--- config.mk ---
export PLATFORM = sky130hd
export DESIGN_NAME = inst_dispatch_flat
export DESIGN_NICKNAME = d
export VERILOG_FILES = /design/src/rtl/inst_dispatch_pkg.sv /design/src/rtl/inst_dispatch_if.sv /design/src/rtl/inst_ready_decode.sv /design/src/rtl/inst_dispatch.sv /design/src/flat_wrapper.sv
export SDC_FILE = /design/constraint.sdc
export NUM_CORES = 1
export LEC_CHECK = 0
export CORE_AREA = 2 2 178 180
export DETAILED_ROUTE_END_ITERATION = 12
export DIE_AREA = 0 0 180 182
export RECOVER_POWER = 100
export SYNTH_ARGS = -nofsm -noshare
export SYNTH_HDL_FRONTEND = slang
export SYNTH_SLANG_ARGS = --single-unit
--- constraint.sdc ---
create_clock -name clk -period 6.5 [get_ports clk]
set_input_delay 1.3 -clock clk [delete_from_list [all_inputs] [get_ports clk]]
set_output_delay 1.3 -clock clk [all_outputs]
set_load 0.05 [all_outputs]
--- src/rtl/inst_dispatch_pkg.sv ---
// rtl/inst_dispatch_pkg.sv - opcode constants, FSM state encoding and field helpers for inst_dispatch
package inst_dispatch_pkg;

  localparam logic [31:0] OP_COMP    = '0;
  localparam logic [31:0] OP_BARRIER = '1;

  typedef enum logic [1:0] {
    S_WAIT  = 2'd0,
    S_ISSUE = 2'd1,
    S_GAP   = 2'd2
  } state_e;

  function automatic int wb_flag_bit(input int op_w, input int num_load);
    return op_w + num_load;
  endfunction

endpackage

--- src/rtl/inst_dispatch_if.sv ---
// rtl/inst_dispatch_if.sv - FIFO head, unit-status and issue signals between dispatcher and accelerator
interface inst_dispatch_if #(
  parameter int NUM_LOAD = 3,
  parameter int INST_LEN = 220,
  parameter int OP_W     = 4,
  parameter int SEL_W    = $clog2(NUM_LOAD + 1)
);

  logic [INST_LEN-1:0]      instruct;
  logic                     inst_empty;
  logic                     inst_req;
  logic                     comp_idle;
  logic                     wb_idle;
  logic [NUM_LOAD-1:0]      ld_idle;
  logic                     comp_conf;
  logic [NUM_LOAD-1:0]      ld_conf;
  logic [INST_LEN-OP_W-1:0] payload;
  logic [SEL_W-1:0]         mig_sel;
  logic                     err_illegal;
  logic                     busy;

  modport master (
    input  instruct, inst_empty, comp_idle, wb_idle, ld_idle,
    output inst_req, comp_conf, ld_conf, payload, mig_sel, err_illegal, busy
  );

  modport slave (
    output instruct, inst_empty, comp_idle, wb_idle, ld_idle,
    input  inst_req, comp_conf, ld_conf, payload, mig_sel, err_illegal, busy
  );

endinterface

--- src/rtl/inst_ready_decode.sv ---
// rtl/inst_ready_decode.sv - combinational opcode decode and target readiness for the FIFO head word
module inst_ready_decode
  import inst_dispatch_pkg::*;
#(
  parameter int NUM_LOAD    = 3,
  parameter int OP_W        = 4,
  parameter int SERIAL_LOAD = 1,
  parameter int SEL_W       = $clog2(NUM_LOAD + 1),
  parameter int WBF         = wb_flag_bit(OP_W, NUM_LOAD)
) (
  input  logic [WBF:0]         head_i,
  input  logic                 comp_idle_i,
  input  logic                 wb_idle_i,
  input  logic [NUM_LOAD-1:0]  ld_idle_i,
  output logic                 ready_o,
  output logic                 is_comp_o,
  output logic                 is_load_o,
  output logic                 is_illegal_o,
  output logic [NUM_LOAD-1:0]  ld_onehot_o,
  output logic [SEL_W-1:0]     ld_sel_o
);

  localparam logic [OP_W-1:0] OPC_COMP = OP_COMP[OP_W-1:0];
  localparam logic [OP_W-1:0] OPC_BAR  = OP_BARRIER[OP_W-1:0];

  logic [OP_W-1:0]     op;
  logic [NUM_LOAD-1:0] dep;
  logic                wb_flag;
  logic                all_ld_idle;
  logic                is_bar;

  assign op          = head_i[OP_W-1:0];
  assign dep         = head_i[OP_W +: NUM_LOAD];
  assign wb_flag     = head_i[WBF];
  assign all_ld_idle = &ld_idle_i;

  always_comb begin
    ld_onehot_o = '0;
    ld_sel_o    = '0;
    for (int i = 0; i < NUM_LOAD; i++) begin
      if (op == OP_W'(i + 1)) begin
        ld_onehot_o[i] = 1'b1;
        ld_sel_o       = SEL_W'(i + 1);
      end
    end
    is_load_o    = |ld_onehot_o;
    is_comp_o    = (op == OPC_COMP);
    is_bar       = (op == OPC_BAR);
    is_illegal_o = !(is_comp_o || is_load_o || is_bar);

    // illegal opcodes are always ready so they get popped and flagged
    ready_o = 1'b1;
    if (is_comp_o) begin
      ready_o = comp_idle_i && (!wb_flag || wb_idle_i) && ((dep & ~ld_idle_i) == '0);
    end else if (is_load_o) begin
      ready_o = ((ld_onehot_o & ld_idle_i) != '0) && ((SERIAL_LOAD == 0) || all_ld_idle);
    end else if (is_bar) begin
      ready_o = comp_idle_i && wb_idle_i && all_ld_idle;
    end
  end

endmodule

--- src/rtl/inst_dispatch.sv ---
// rtl/inst_dispatch.sv - instruction dispatcher: WAIT/ISSUE/GAP FSM issuing compute and load configuration pulses
// Optional performance counters are enabled with INST_DISPATCH_PERF_EN.
module inst_dispatch
  import inst_dispatch_pkg::*;
#(
  parameter int NUM_LOAD    = 3,
  parameter int INST_LEN    = 220,
  parameter int OP_W        = 4,
  parameter int SERIAL_LOAD = 1,
  parameter int SEL_W       = $clog2(NUM_LOAD + 1)
) (
  input  logic                 clk,
  input  logic                 rst_n,
  inst_dispatch_if.master      bus
`ifdef INST_DISPATCH_PERF_EN
  ,
  output logic [31:0]          perf_issued,
  output logic [31:0]          perf_stall,
  output logic [31:0]          perf_empty
`endif
);

  localparam int WBF = wb_flag_bit(OP_W, NUM_LOAD);

  state_e                   state_q;
  logic                     inst_req_q;
  logic                     comp_conf_q;
  logic [NUM_LOAD-1:0]      ld_conf_q;
  logic [INST_LEN-OP_W-1:0] payload_q;
  logic [SEL_W-1:0]         mig_sel_q;
  logic                     err_q;

  logic                     head_ready;
  logic                     is_comp;
  logic                     is_load;
  logic                     is_illegal;
  logic [NUM_LOAD-1:0]      ld_onehot;
  logic [SEL_W-1:0]         ld_sel;
  logic                     issue_go;

  inst_ready_decode #(
    .NUM_LOAD    (NUM_LOAD),
    .OP_W        (OP_W),
    .SERIAL_LOAD (SERIAL_LOAD),
    .SEL_W       (SEL_W),
    .WBF         (WBF)
  ) u_decode (
    .head_i       (bus.instruct[WBF:0]),
    .comp_idle_i  (bus.comp_idle),
    .wb_idle_i    (bus.wb_idle),
    .ld_idle_i    (bus.ld_idle),
    .ready_o      (head_ready),
    .is_comp_o    (is_comp),
    .is_load_o    (is_load),
    .is_illegal_o (is_illegal),
    .ld_onehot_o  (ld_onehot),
    .ld_sel_o     (ld_sel)
  );

  assign issue_go = (state_q == S_WAIT) && !bus.inst_empty && head_ready;

  // GAP gives the FIFO head and the target's idle one cycle to react before the next check
  always_ff @(posedge clk or negedge rst_n) begin
    if (!rst_n) begin
      state_q     <= S_WAIT;
      inst_req_q  <= 1'b0;
      comp_conf_q <= 1'b0;
      ld_conf_q   <= '0;
      payload_q   <= '0;
      mig_sel_q   <= '0;
      err_q       <= 1'b0;
    end else begin
      inst_req_q  <= 1'b0;
      comp_conf_q <= 1'b0;
      ld_conf_q   <= '0;
      case (state_q)
        S_WAIT: begin
          if (issue_go) begin
            state_q     <= S_ISSUE;
            inst_req_q  <= 1'b1;
            comp_conf_q <= is_comp;
            ld_conf_q   <= ld_onehot;
            payload_q   <= bus.instruct[INST_LEN-1:OP_W];
            if (is_load)    mig_sel_q <= ld_sel;
            if (is_illegal) err_q     <= 1'b1;
          end
        end
        S_ISSUE: state_q <= S_GAP;
        S_GAP:   state_q <= S_WAIT;
        default: state_q <= S_WAIT;
      endcase
    end
  end

  assign bus.inst_req    = inst_req_q;
  assign bus.comp_conf   = comp_conf_q;
  assign bus.ld_conf     = ld_conf_q;
  assign bus.payload     = payload_q;
  assign bus.mig_sel     = mig_sel_q;
  assign bus.err_illegal = err_q;
  assign bus.busy        = (state_q != S_WAIT) || !bus.inst_empty;

`ifdef INST_DISPATCH_PERF_EN
  logic [31:0] perf_issued_q, perf_issued_d;
  logic [31:0] perf_stall_q,  perf_stall_d;
  logic [31:0] perf_empty_q,  perf_empty_d;

  always_comb begin
    perf_issued_d = perf_issued_q + {31'd0, (state_q == S_ISSUE)};
    perf_stall_d  = perf_stall_q  + {31'd0, (state_q == S_WAIT) && !bus.inst_empty && !head_ready};
    perf_empty_d  = perf_empty_q  + {31'd0, (state_q == S_WAIT) && bus.inst_empty};
  end

  always_ff @(posedge clk or negedge rst_n) begin
    if (!rst_n) begin
      perf_issued_q <= '0;
      perf_stall_q  <= '0;
      perf_empty_q  <= '0;
    end else begin
      perf_issued_q <= perf_issued_d;
      perf_stall_q  <= perf_stall_d;
      perf_empty_q  <= perf_empty_d;
    end
  end

  assign perf_issued = perf_issued_q;
  assign perf_stall  = perf_stall_q;
  assign perf_empty  = perf_empty_q;
`endif

endmodule

--- src/flat_wrapper.sv ---
// flat-port wrapper written by rule: the top's interface ports become plain ports
module inst_dispatch_flat import inst_dispatch_pkg::*;
#(
  parameter int NUM_LOAD    = 3,
  parameter int INST_LEN    = 220,
  parameter int OP_W        = 4,
  parameter int SERIAL_LOAD = 1,
  parameter int SEL_W       = $clog2(NUM_LOAD + 1)
)
  (clk, rst_n, bus_instruct, bus_inst_empty, bus_comp_idle, bus_wb_idle, bus_ld_idle, bus_inst_req, bus_comp_conf, bus_ld_conf, bus_payload, bus_mig_sel, bus_err_illegal, bus_busy);
  inst_dispatch_if #(.NUM_LOAD(NUM_LOAD), .INST_LEN(INST_LEN), .OP_W(OP_W), .SEL_W(SEL_W)) bus_i ();
  input  logic clk;
  input  logic rst_n;
  input wire logic [$bits(bus_i.instruct)-1:0] bus_instruct;
  input wire logic [$bits(bus_i.inst_empty)-1:0] bus_inst_empty;
  input wire logic [$bits(bus_i.comp_idle)-1:0] bus_comp_idle;
  input wire logic [$bits(bus_i.wb_idle)-1:0] bus_wb_idle;
  input wire logic [$bits(bus_i.ld_idle)-1:0] bus_ld_idle;
  output wire logic [$bits(bus_i.inst_req)-1:0] bus_inst_req;
  output wire logic [$bits(bus_i.comp_conf)-1:0] bus_comp_conf;
  output wire logic [$bits(bus_i.ld_conf)-1:0] bus_ld_conf;
  output wire logic [$bits(bus_i.payload)-1:0] bus_payload;
  output wire logic [$bits(bus_i.mig_sel)-1:0] bus_mig_sel;
  output wire logic [$bits(bus_i.err_illegal)-1:0] bus_err_illegal;
  output wire logic [$bits(bus_i.busy)-1:0] bus_busy;
  assign bus_i.instruct = bus_instruct;
  assign bus_i.inst_empty = bus_inst_empty;
  assign bus_i.comp_idle = bus_comp_idle;
  assign bus_i.wb_idle = bus_wb_idle;
  assign bus_i.ld_idle = bus_ld_idle;
  assign bus_inst_req = bus_i.inst_req;
  assign bus_comp_conf = bus_i.comp_conf;
  assign bus_ld_conf = bus_i.ld_conf;
  assign bus_payload = bus_i.payload;
  assign bus_mig_sel = bus_i.mig_sel;
  assign bus_err_illegal = bus_i.err_illegal;
  assign bus_busy = bus_i.busy;
  inst_dispatch #(.NUM_LOAD(NUM_LOAD), .INST_LEN(INST_LEN), .OP_W(OP_W), .SERIAL_LOAD(SERIAL_LOAD), .SEL_W(SEL_W)) u_core (.clk(clk), .rst_n(rst_n), .bus(bus_i));
endmodule
==> results of run 1 <==
## area by class of cell
cell class	instances	share of cell area, %
tap	402	3.536
inverter	6	0.1583
clock buffer	35	5.313
clock inverter	8	0.6334
multi-input combinational	243	18.34
sequential	226	39.76
antenna	1	0.01759
timing repair buffer	458	32.24
## routing by layer
layer	GRT usage, %	up-vias	share of wire, %
li1	-	2694	-
met1	17.00	2916	39
met2	25.09	288	50
met3	5.174	29	9.1
met4	3.642	0	1.7
met5	0	-	0
## critical path, delay by kind of cell
kind / cells / cell delay, ps
adders and majority gates: 1 / 350
muxes: 1 / 440
AOI/OAI and AO/OA: 2 / 1300
buffers and inverters: 3 / 1750
## power groups by stage
stage	clock (mW)	sequential (mW)	combinational, mW
detailed placement	0	2.10	3.28
finish	1.45	2.05	3.08
floorplan	0	3.65	0.469
CTS	1.50	2.08	3.29
global route	1.56	2.11	3.20
global placement	0	2.08	3.27
## path summary, 6_finish.rpt
| path | start | endpoint | slack, ps | depth (start not counted) |
|---|---|---|---|---|
| hold / removal | u_core.state_q[1] | u_core.state_q[1] | 450 | 1 |
| setup / recovery | bus_instruct[3] | u_core.bus.payload[3] | 1750 | 7 |
| min in group asynchronous | rst_n | u_core.bus.payload[195] | 760 | 1 |
| setup reg to reg | u_core.state_q[1] | u_core.bus.payload[3] | 2860 | 5 |
| hold reg to reg | u_core.state_q[1] | u_core.state_q[1] | 450 | 1 |
| max in group asynchronous | rst_n | u_core.bus.payload[48] | 2140 | 2 |
## cell families after synthesis
logic type,after synthesis,synth area share (%)
DFF,226,66.71
muxes,216,28.69
adders and majority gates,1,0.1328
and+or+nand+nor,17,1.033
buffers and inverters,30,2.583
AOI/OAI and AO/OA,9,0.8560
## stage by stage
step / std cells / total power [mW] / worst slack, ps / instance area, um^2 / hold WS, ps
6_report: 1379 / 6.577 / 1752 / 14220 / 453.4
5_1_grt: 1379 / 6.872 / 1280 / 14220 / 465.7
4_1_cts: 1378 / 6.862 / 2511 / 14250 / 454.7
3_5_place_dp: 1335 / 5.377 / 2058 / 13410 / 443.9
3_3_place_gp: 1335 / 5.350 / 2107 / 13410 / 436.6
2_1_floorplan: 499 / 4.123 / 3493 / 8478 / 419.1
## registers in the layout (all words and copies together) (netlist names)
| name | flops |
|---|---|
| u_core.bus.comp_conf | 1 |
| u_core.bus.err_illegal | 1 |
| u_core.bus.inst_req | 1 |
| u_core.bus.ld_conf | 3 |
| u_core.bus.mig_sel | 2 |
| u_core.bus.payload | 216 |
| u_core.state_q | 2 |
## layout by cell type (no fill, tap or decap), types with 2 or more instances in the layout
master and n:
buf_12 2, bufinv_16 2, clkbuf_1 6, clkbuf_16 27, clkbuf_8 5, clkdlybuf4s50_1 225
clkinv_2 6, dfrtp_1 226, dlygate4sd3_1 226, inv_1 5, mux2_1 100, mux2_2 116
nand2_1 2, nand3_1 2, nor2_1 4, nor2b_1 2
==> flow_summary.rst, run 1 <==
.. list-table::
   :header-rows: 1

   * - Metric
     - Value
   * - Outcome
     - complete, but fails checks
   * - Violations in the final reports
     - max-capacitance violations, max-slew violations
   * - Total of fill cells in the finished design
     - 2828
   * - Max Clock Freq
     - around 210 MHz
   * - CP max-delay cell
     - clkbuf_1
   * - Data arrival time of the critical path
     - 5150 ps
   * - Worst rel slew slack
     - -112.9%
   * - Std cell rows
     - 65
   * - DRC violations left
     - 0
   * - Number of warnings issued by yosys
     - 0
   * - Total of hold buffers inserted after clock tree synthesis
     - 0
   * - Post-CTS setup buffer count
     - 0
   * - HPWL after detailed placement
     - 18150 um
   * - TritonCTS clock tree
     - done
   * - Initial standard-cell utilization of the core
     - 27.36%
   * - Wire length of the first global-routing pass
     - 37810 um
   * - Clock network latency to the later pin of the worst-skew pair
     - 520 ps
   * - Final Max Slew Viols
     - 130
   * - Final Util
     - between 40% and 50%
   * - RSZ-0062 raised after global routing
     - no
   * - Horizontal die dimension
     - 180 um
   * - Post-CTS resize count
     - 0
   * - Required time of the worst setup path
     - 6900 ps
   * - Pin count of the biggest net entering global routing
     - 130
   * - Combinational share of power
     - between 40% and 50%
   * - Area contributors post-synth
     - dfrtp_1 (67%), mux2_2 (15%), mux2_1 (13%), buf_6 (1.5%), buf_2 (0.59%)
   * - CP startpoint kind
     - input port
   * - Pwr Density
     - 462.4 nW/um^2
   * - Inserted Clock Buffers
     - 26
   * - Initial antenna violation count
     - 1
   * - Total iterations of the first detailed-routing run
     - 4
   * - Via count
     - between 5000 and 6000
   * - Vias in the first global route
     - 6403
   * - Wirelength, routed
     - roughly 24000 um
   * - Die extent in y
     - 182 um
   * - Detailed Route Iter0 Violations
     - approximately 170
   * - Maximum capacitance violations
     - 1
   * - NetSw
     - 2.834 mW
   * - Final-report hold violation count
     - 0
   * - Maximum vdd drop
     - 0.0002472 V
   * - Number of nets in the finished design
     - roughly 1200
   * - Type of element capturing the critical path
     - flop
   * - Overflow after GRT
     - 0
   * - Worst path max stage delay
     - about 1000 ps
   * - Mapped Cells
     - about 500
   * - Standby leakage power
     - 5.882 nW
   * - Setup violations, final
     - 0
   * - Time the worst path needs with I/O delays and setup
     - 4748 ps
   * - Setup TNS Final
     - 0 ps
   * - Fraction of final layout cells sized beyond drive strength 1
     - 16.70%
   * - Area of the multi-input gates
     - 2609 um^2
   * - Via/cell ratio
     - 4.298
   * - Synth-to-Final Area Change
     - 67.77%
   * - Final Skew
     - 9.617 ps
   * - Sequential cell area
     - 5655 um^2
   * - Sequential power share
     - roughly 31%
   * - CTS root buffer
     - clkbuf_16
   * - Post-route antenna net violation count
     - 0
   * - Post-route fraction of the period consumed by the critical path
     - 73.05%
   * - Critical Setup Path Class
     - input port to flop
   * - Seq cells post-synth
     - 226
   * - Global-route total usage across every layer
     - 14.45%
   * - Routability congestion estimate from global placement
     - about 0.76
   * - Synthesized area divided by synthesized cell count
     - between 15 and 20 um^2
   * - I/O pin total
     - around 450
   * - Netlist Area Pre-Place
     - 8478 um^2
   * - Routed wirelength normalized by instance count
     - 17.54 um
   * - Number of enable-type register cells in the synthesized netlist
     - 0
   * - Switching share of total power
     - 43.09%
   * - Hold WC Path Type
     - flop to flop
   * - Most instantiated cells after synthesis
     - dfrtp_1 (226), mux2_2 (116), mux2_1 (100)
   * - Yosys top cell by area
     - dfrtp_1
   * - Largest driver fanout on the critical path
     - 25
   * - Clock network fraction of total power
     - 22.0%
   * - Port Buffers
     - 452
   * - Clock transition time at the flip-flop clock pins of the worst setup and hold paths
     - 60 ps
   * - Register area share after synthesis
     - approximately two thirds
   * - Max clock buf depth
     - 3
   * - Area share of the largest cell type after synthesis
     - 66.71%
   * - Clock sinks
     - 226
   * - Flip-flop cell with the highest count after synthesis
     - dfrtp_1
   * - Placeable core region
     - roughly 31000 um^2
   * - Number of nets produced by synthesis
     - 727
   * - Number of library cell types mapped by synthesis
     - 29
   * - Total number of H-tree levels
     - 1
   * - Internal power consumption
     - 3.743 mW
   * - Ordered list of cells on the worst path
     - dlygate4sd3_1 -> clkinv_1 -> maj3_1 -> a211oi_1 -> a21boi_4 -> clkbuf_1 -> mux2_2
   * - Cell with the most instances after synthesis
     - dfrtp_1
   * - Die outline area
     - 32760 um^2
   * - Proportion of register bits with asynchronous set or reset after synthesis
     - 100.0%
   * - Transition time at the pin with the least slew margin
     - 3193 ps
Power figures use the tool's default switching activity.
==> run 2, diff against run 1 <==
Settings changed: CORE_AREA 2 2 178 180 to 2 2 176 178, DIE_AREA 0 0 180 182 to 0 0 178 180.
Clock period 6.5 ns to 4.2 ns, I/O delays scaled along.
==> flow_summary.rst, run 2 (synthesis results as in run 1) <==
.. list-table::
   :header-rows: 1

   * - Metric
     - Value
   * - Outcome
     - complete, but fails checks
   * - Violations in the final reports
     - max-capacitance violations, max-slew violations
   * - Length in cells of the worst reg-to-reg path
     - 5 (unchanged)
   * - M3 GR Usage
     - 6.387% (+1.2 points)
   * - Post-layout instance count excluding filler cells
     - 1376 (-0.22%)
   * - Hold WC Path Type
     - flop to flop
   * - Type of element capturing the critical path
     - flop
   * - Min-delay src
     - u_core.state_q[1]
   * - Final Max Slew Viols
     - 100 (-23%)
   * - Maximum capacitance violations
     - 1 (unchanged)
   * - Hold-critical path depth
     - 1 (unchanged)
   * - Area of the multi-input gates
     - 2609 um^2 (unchanged)
   * - Inserted Clock Buffers
     - 26 (unchanged)
   * - Vias in the first global route
     - 6358 (-0.70%)
   * - Area of all placed cells without fillers
     - 14330 um^2 (+0.72%)
   * - TritonCTS clock tree
     - done
   * - Pwr Density
     - 726.4 nW/um^2 (+57%)
   * - Clock sinks
     - 226 (unchanged)
   * - Hold EP
     - u_core.state_q[1]
   * - Total of hold buffers inserted after clock tree synthesis
     - 0 (unchanged)
   * - Clock transition time at the flip-flop clock pins of the worst setup and hold paths
     - 60 ps (about the same)
   * - Standby leakage power
     - 5.945 nW (+1.1%)
   * - Max clock buf depth
     - 3 (unchanged)
   * - Worst rel slew slack
     - -72.57% (+40 points)
   * - Routability congestion estimate from global placement
     - 0.7466 (-1.7%)
   * - CTS root buffer
     - clkbuf_16
   * - CP startpoint kind
     - input port
   * - Sequential cell area
     - 5655 um^2 (unchanged)
   * - Pin count of the biggest net entering global routing
     - 116 (-11%)
   * - Die extent in y
     - 180 um (-1.1%)
   * - Synth-to-Final Area Change
     - 68.98%
   * - Overflow after GRT
     - 0 (unchanged)
   * - Peak-usage layer in the global routing report
     - met2
   * - Required time of the worst setup path
     - 4600 ps (-2300 ps)
   * - Via/cell ratio
     - 4.282 (-0.37%)
   * - RSZ-0062 raised after global routing
     - no
   * - Met1 routing resource usage after global routing
     - 16.11% (-0.89 points)
   * - Post-CTS setup buffer count
     - 0 (unchanged)
   * - GR Layer Usage met2
     - 25.67% (+0.59 points)
   * - Setup TNS Final
     - 0 ps (unchanged)
   * - Std cell rows
     - 64 (-1.5%)
   * - Total number of H-tree levels
     - 1 (unchanged)
   * - Largest driver fanout on the critical path
     - 115 (+360%)
   * - Reg2reg end
     - u_core.bus.payload[157]
   * - Placed instance area
     - 13390 um^2 (-0.11%)
   * - Post-route fraction of the period consumed by the critical path
     - 78.38%
   * - Transition time at the pin with the least slew margin
     - 2589 ps (-604.7 ps)
   * - Launch point of the worst reg-to-reg path
     - u_core.state_q[1]
   * - Time the worst path needs with I/O delays and setup
     - 3292 ps
   * - Design Power
     - 10.41 mW (+58%)
   * - Final Skew
     - 11.81 ps (+2.193 ps)
   * - Slack of the worst reg-to-reg path
     - 1510 ps (-1350 ps)
   * - DRC violations left
     - 0 (unchanged)
   * - Commonest non-fill, non-tap cells in the layout
     - dlygate4sd3_1 (226), dfrtp_1 (226), clkdlybuf4s50_1 (225)
   * - Detailed Route Iter0 Violations
     - 185 (+6.3%)
   * - Port Buffers
     - 452 (unchanged)
   * - I/O pin total
     - 453 (unchanged)
   * - Post-route antenna net violation count
     - 0 (unchanged)
   * - Wire length of the first global-routing pass
     - 37050 um (-2.0%)
   * - Clock network latency to the later pin of the worst-skew pair
     - 520 ps (about the same)
   * - Setup violations, final
     - 0 (unchanged)
   * - Wirelength, routed
     - 24180 um (about the same)
   * - Max Clock Freq
     - 303.8 MHz
   * - Number of flip-flops in the largest register
     - 216 (unchanged)
   * - Global-route total usage across every layer
     - 14.71% (+0.26 points)
   * - Initial standard-cell utilization of the core
     - 28.08% (+0.72 points)
   * - Antenna diode count
     - 0 (-1)
   * - Number of instances in the placed design
     - 1328 (-0.52%)
   * - Die outline area
     - 32040 um^2 (-2.2%)
   * - Fraction of final layout cells sized beyond drive strength 1
     - 17.35% (+0.65 points)
   * - Routed wirelength normalized by instance count
     - 17.57 um (+0.19%)
   * - Via count
     - 5892 (-0.59%)
   * - Total iterations of the first detailed-routing run
     - 4 (unchanged)
   * - Final-report hold violation count
     - 0 (unchanged)
   * - Post-CTS resize count
     - 0 (unchanged)
   * - Initial antenna violation count
     - 1 (unchanged)
   * - Critical Setup Path Class
     - input port to flop
   * - HPWL after detailed placement
     - 17790 um (-2.0%)
   * - Min Hold Slack
     - 448.2 ps (-5.250 ps)
   * - Total of fill cells in the finished design
     - 2753 (-2.7%)
   * - Horizontal die dimension
     - 178 um (-1.1%)
   * - Placeable core region
     - 30190 um^2 (-2.6%)
   * - Data arrival time of the critical path
     - 3690 ps (-1460 ps)
   * - Maximum vdd drop
     - 0.0004797 V (+94%)
   * - Number of nets in the finished design
     - 1188 (-0.084%)
==> run 2: cell types whose count changed in the layout (fill, tap and decap cells not counted), sizes merged <==
cell,before,now
clkbuf,39,36
bufinv,2,5
buf,3,5
diode,1,0
inv,5,7
==> run 2: per-layer routing <==
metal	wire (um)	vias up
li1	-	2694
met1	8713	2868
met2	11940	297
met3	3013	33
met4	515	0
met5	0	-
==> run 2: worst max path at each step <==
stage                    startpoint                 endpoint  depth (start not counted)
detailed placement  bus_instruct[3]  u_core.bus.payload[157]                          7
finish              bus_instruct[3]  u_core.bus.payload[157]                          7
global route        bus_instruct[3]  u_core.bus.payload[157]                          7
global placement    bus_instruct[3]  u_core.bus.payload[175]                          7
floorplan            bus_inst_empty  u_core.bus.payload[100]                          7
CTS                  bus_inst_empty                 bus_busy                          3
==> run 2: layout make-up <==
cell class | count | share of cell area, %
multi-input combinational | 243 | 18.21
clock inverter | 13 | 1.354
sequential | 226 | 39.48
clock buffer | 35 | 5.275
timing repair buffer | 457 | 32.07
tap | 396 | 3.459
inverter | 6 | 0.1572
==> run 2: through the flow <==
step           util, %  setup slack (ps)
5_1_grt          47.46             761.3
4_1_cts          47.51              1174
2_1_floorplan        -              1653
3_3_place_gp     44.36             738.8
6_report         47.46             908.1
3_5_place_dp     44.36             661.4
==> run 2: power by group <==
part	switching (mW)	internal, mW	total, mW
clock network	0.902	1.57	2.47
logic	3.22	1.56	4.78
registers	0.300	2.86	3.16
total	4.42	5.99	10.4
==> run 2: worst max-delay path: stages <==
cell           delay (ps)
dlygate4sd3_1         610
inv_1                  80
maj3_1                360
a211oi_1              450
a21boi_4              330
buf_12                460
mux2_2                420
==> run 3, diff against run 2 <==
Settings changed: CORE_AREA 2 2 176 178 to 2 2 174 176, DIE_AREA 0 0 178 180 to 0 0 176 178.
Clock period 4.2 ns to 3.4 ns, I/O delays scaled along.
==> flow_summary.rst, run 3 (synthesis results as in run 1) <==
.. list-table::
   :header-rows: 1

   * - Metric
     - Value
   * - Outcome
     - complete, but fails checks
   * - Violations in the final reports
     - max-capacitance violations, max-slew violations
   * - Clock network latency to the later pin of the worst-skew pair
     - 520 ps (about the same)
   * - Routability congestion estimate from global placement
     - 0.7532 (+0.88%)
   * - Length in cells of the worst reg-to-reg path
     - 6 (+1)
   * - HPWL after detailed placement
     - 19710 um (+11%)
   * - Horizontal die dimension
     - 176 um (-1.1%)
   * - Hold-critical path depth
     - 1 (unchanged)
   * - Die outline area
     - 31330 um^2 (-2.2%)
   * - Routed wirelength normalized by instance count
     - 18.45 um (+5.0%)
   * - Commonest non-fill, non-tap cells in the layout
     - dlygate4sd3_1 (226), dfrtp_1 (226), clkdlybuf4s50_1 (225)
   * - Reg2reg end
     - u_core.bus.payload[110]
   * - Standby leakage power
     - 5.974 nW (+0.50%)
   * - Cell type with the highest occurrence count on the critical path
     - buf_12
   * - Area of the multi-input gates
     - 2610 um^2 (about the same)
   * - DR WL met2
     - 12490 um (+4.6%)
   * - Global-route total usage across every layer
     - 15.88% (+1.2 points)
   * - Post-route fraction of the period consumed by the critical path
     - 85.52%
   * - Inserted Clock Buffers
     - 26 (unchanged)
   * - Total of hold buffers inserted after clock tree synthesis
     - 0 (unchanged)
   * - Clock transition time at the flip-flop clock pins of the worst setup and hold paths
     - 60 ps (about the same)
   * - Final Util
     - 48.95% (+1.5 points)
   * - Launch point of the worst reg-to-reg path
     - u_core.state_q[1]
   * - Total iterations of the first detailed-routing run
     - 4 (unchanged)
   * - Min Hold Slack
     - 442.8 ps (-5.376 ps)
   * - Max clock buf depth
     - 3 (unchanged)
   * - Hold EP
     - u_core.state_q[1]
   * - Post-CTS resize count
     - 0 (unchanged)
   * - Type of element capturing the critical path
     - flop
   * - Required time of the worst setup path
     - 3800 ps (-800 ps)
   * - Setup violations, final
     - 0 (unchanged)
   * - Clock sinks
     - 226 (unchanged)
   * - Antenna diode count
     - 0 (unchanged)
   * - Overflow after GRT
     - 0 (unchanged)
   * - Synth-to-Final Area Change
     - 69.76%
   * - Pin count of the biggest net entering global routing
     - 75 (-35%)
   * - Final-report hold violation count
     - 0 (unchanged)
   * - Pwr Density
     - 872.1 nW/um^2 (+20%)
   * - Hold WC Path Type
     - flop to flop
   * - Via count
     - 5959 (+1.1%)
   * - Design Power
     - 12.55 mW (+21%)
   * - Critical Setup Path Class
     - input port to flop
   * - DRC violations left
     - 0 (unchanged)
   * - Ordered list of cells on the worst path
     - dlygate4sd3_1 -> clkinv_1 -> maj3_2 -> a211oi_1 -> a21boi_4 -> buf_12 -> buf_12 -> mux2_1
   * - TritonCTS clock tree
     - done
   * - Detailed Route Iter0 Violations
     - 181 (-2.2%)
   * - Initial standard-cell utilization of the core
     - 28.84% (+0.75 points)
   * - Post-layout instance count excluding filler cells
     - 1383 (+0.51%)
   * - Total length of routed met3 wires
     - 2753 um (-8.6%)
   * - CP max-delay cell
     - dlygate4sd3_1
   * - Placeable core region
     - 29400 um^2 (-2.6%)
   * - Post-route antenna net violation count
     - 0 (unchanged)
   * - Final Skew
     - 7.231 ps (-4.579 ps)
   * - Total of fill cells in the finished design
     - 2606 (-5.3%)
   * - Sequential cell area
     - 5655 um^2 (unchanged)
   * - Die extent in y
     - 178 um (-1.1%)
   * - Max Clock Freq
     - about 340 MHz
   * - Worst rel slew slack
     - -29.07% (+43 points)
   * - Final Max Slew Viols
     - 74 (-26%)
   * - RSZ-0062 raised after global routing
     - no
   * - Worst path max stage delay
     - 620 ps (about the same)
   * - Transition time at the pin with the least slew margin
     - 1936 ps (-652.5 ps)
   * - Time the worst path needs with I/O delays and setup
     - roughly 2900 ps
   * - Std cell rows
     - 63 (-1.6%)
   * - Initial antenna violation count
     - 0 (-1)
   * - Wire length of the first global-routing pass
     - 38520 um (+4.0%)
   * - Top layer in use
     - met4
   * - Fraction of final layout cells sized beyond drive strength 1
     - 18.13% (+0.78 points)
   * - Via/cell ratio
     - 4.309 (+0.63%)
   * - Total number of H-tree levels
     - 1 (unchanged)
   * - WL met1
     - 9712 um (+11%)
   * - Vias in the first global route
     - 6389 (+0.49%)
   * - Maximum vdd drop
     - 0.0004898 V (+2.1%)
   * - Post-CTS setup buffer count
     - 0 (unchanged)
   * - Port Buffers
     - 452 (unchanged)
   * - Number of flip-flops in the largest register
     - 216 (unchanged)
   * - Min-delay src
     - u_core.state_q[1]
   * - Number of nets in the finished design
     - 1204 (+1.3%)
   * - Wirelength, routed
     - 25520 um (+5.5%)
   * - Maximum capacitance violations
     - 1 (unchanged)
   * - I/O pin total
     - 453 (unchanged)
   * - CP startpoint kind
     - input port
   * - Slack of the worst reg-to-reg path
     - 950 ps (-560 ps)
   * - Setup TNS Final
     - 0 ps (unchanged)
   * - Largest driver fanout on the critical path
     - 27 (-77%)
   * - Data arrival time of the critical path
     - 3300 ps (-390 ps)
   * - Number of instances in the placed design
     - 1338 (+0.75%)
   * - CTS root buffer
     - clkbuf_16
[run 3: cell count changes in the layout (fill, tap and decap cells not counted)]
cell | previous run | this run
clkinv_2 | 7 | 5
inv_1 | 6 | 5
clkinv_1 | 0 | 1
clkbuf_8 | 5 | 6
clkinvlp_4 | 0 | 1
buf_12 | 3 | 11
maj3_2 | 0 | 1
clkbuf_1 | 3 | 7
maj3_1 | 1 | 0
buf_4 | 2 | 6
clkbuf_2 | 1 | 4
bufinv_16 | 5 | 0
inv_6 | 1 | 0
[run 3: worst max-delay path by stage]
stage,cells past startpoint,endpoint,slack [ps],startpoint
3_3_place_gp,8,u_core.bus.payload[136],250,bus_instruct[3]
5_1_grt,8,u_core.bus.payload[135],330,bus_instruct[3]
3_5_place_dp,8,u_core.bus.payload[110],230,bus_instruct[3]
2_1_floorplan,7,u_core.bus.payload[100],1010,bus_inst_empty
6_report,8,u_core.bus.payload[110],490,bus_instruct[3]
4_1_cts,3,bus_busy,730,bus_inst_empty
[run 3: per-stage QoR]
step	worst slack, ps	instance area (um^2)
after CTS	729.1	14420
after floorplan	1013	8478
after global routing	331.5	14390
after global placement	250.7	13610
after detailed placement	231.9	13610
final	492.2	14390
[run 3: area by class of cell]
cell class | instances | area share (%)
Sequential cell | 226 | 39.29
Timing Repair Buffer | 473 | 33.37
Multi-Input combinational cell | 243 | 18.13
Clock buffer | 39 | 5.425
Tap cell | 390 | 3.390
Clock inverter | 6 | 0.2260
Inverter | 6 | 0.1565
[run 3: per-layer routing]
metal | vias up | track usage (%)
li1 | 2730 | -
met1 | 2902 | 18.50
met2 | 290 | 27.30
met3 | 37 | 6.628
met4 | 0 | 3.650
met5 | - | 0
[run 3: report_power, final]
group          internal (mW)  total (mW)  switching (mW)
registers               3.54        3.92           0.380
clock network           1.57        2.65            1.08
logic                   1.99        5.98            4.00
[run 3: worst max-delay path, delay by kind of cell]
kind                     cells  cell delay [ps]
AO/OA/AOI/OAI                2              810
buffers and inverters        4             1160
adder cells (fa/ha/maj)      1              300
multiplexers                 1              330
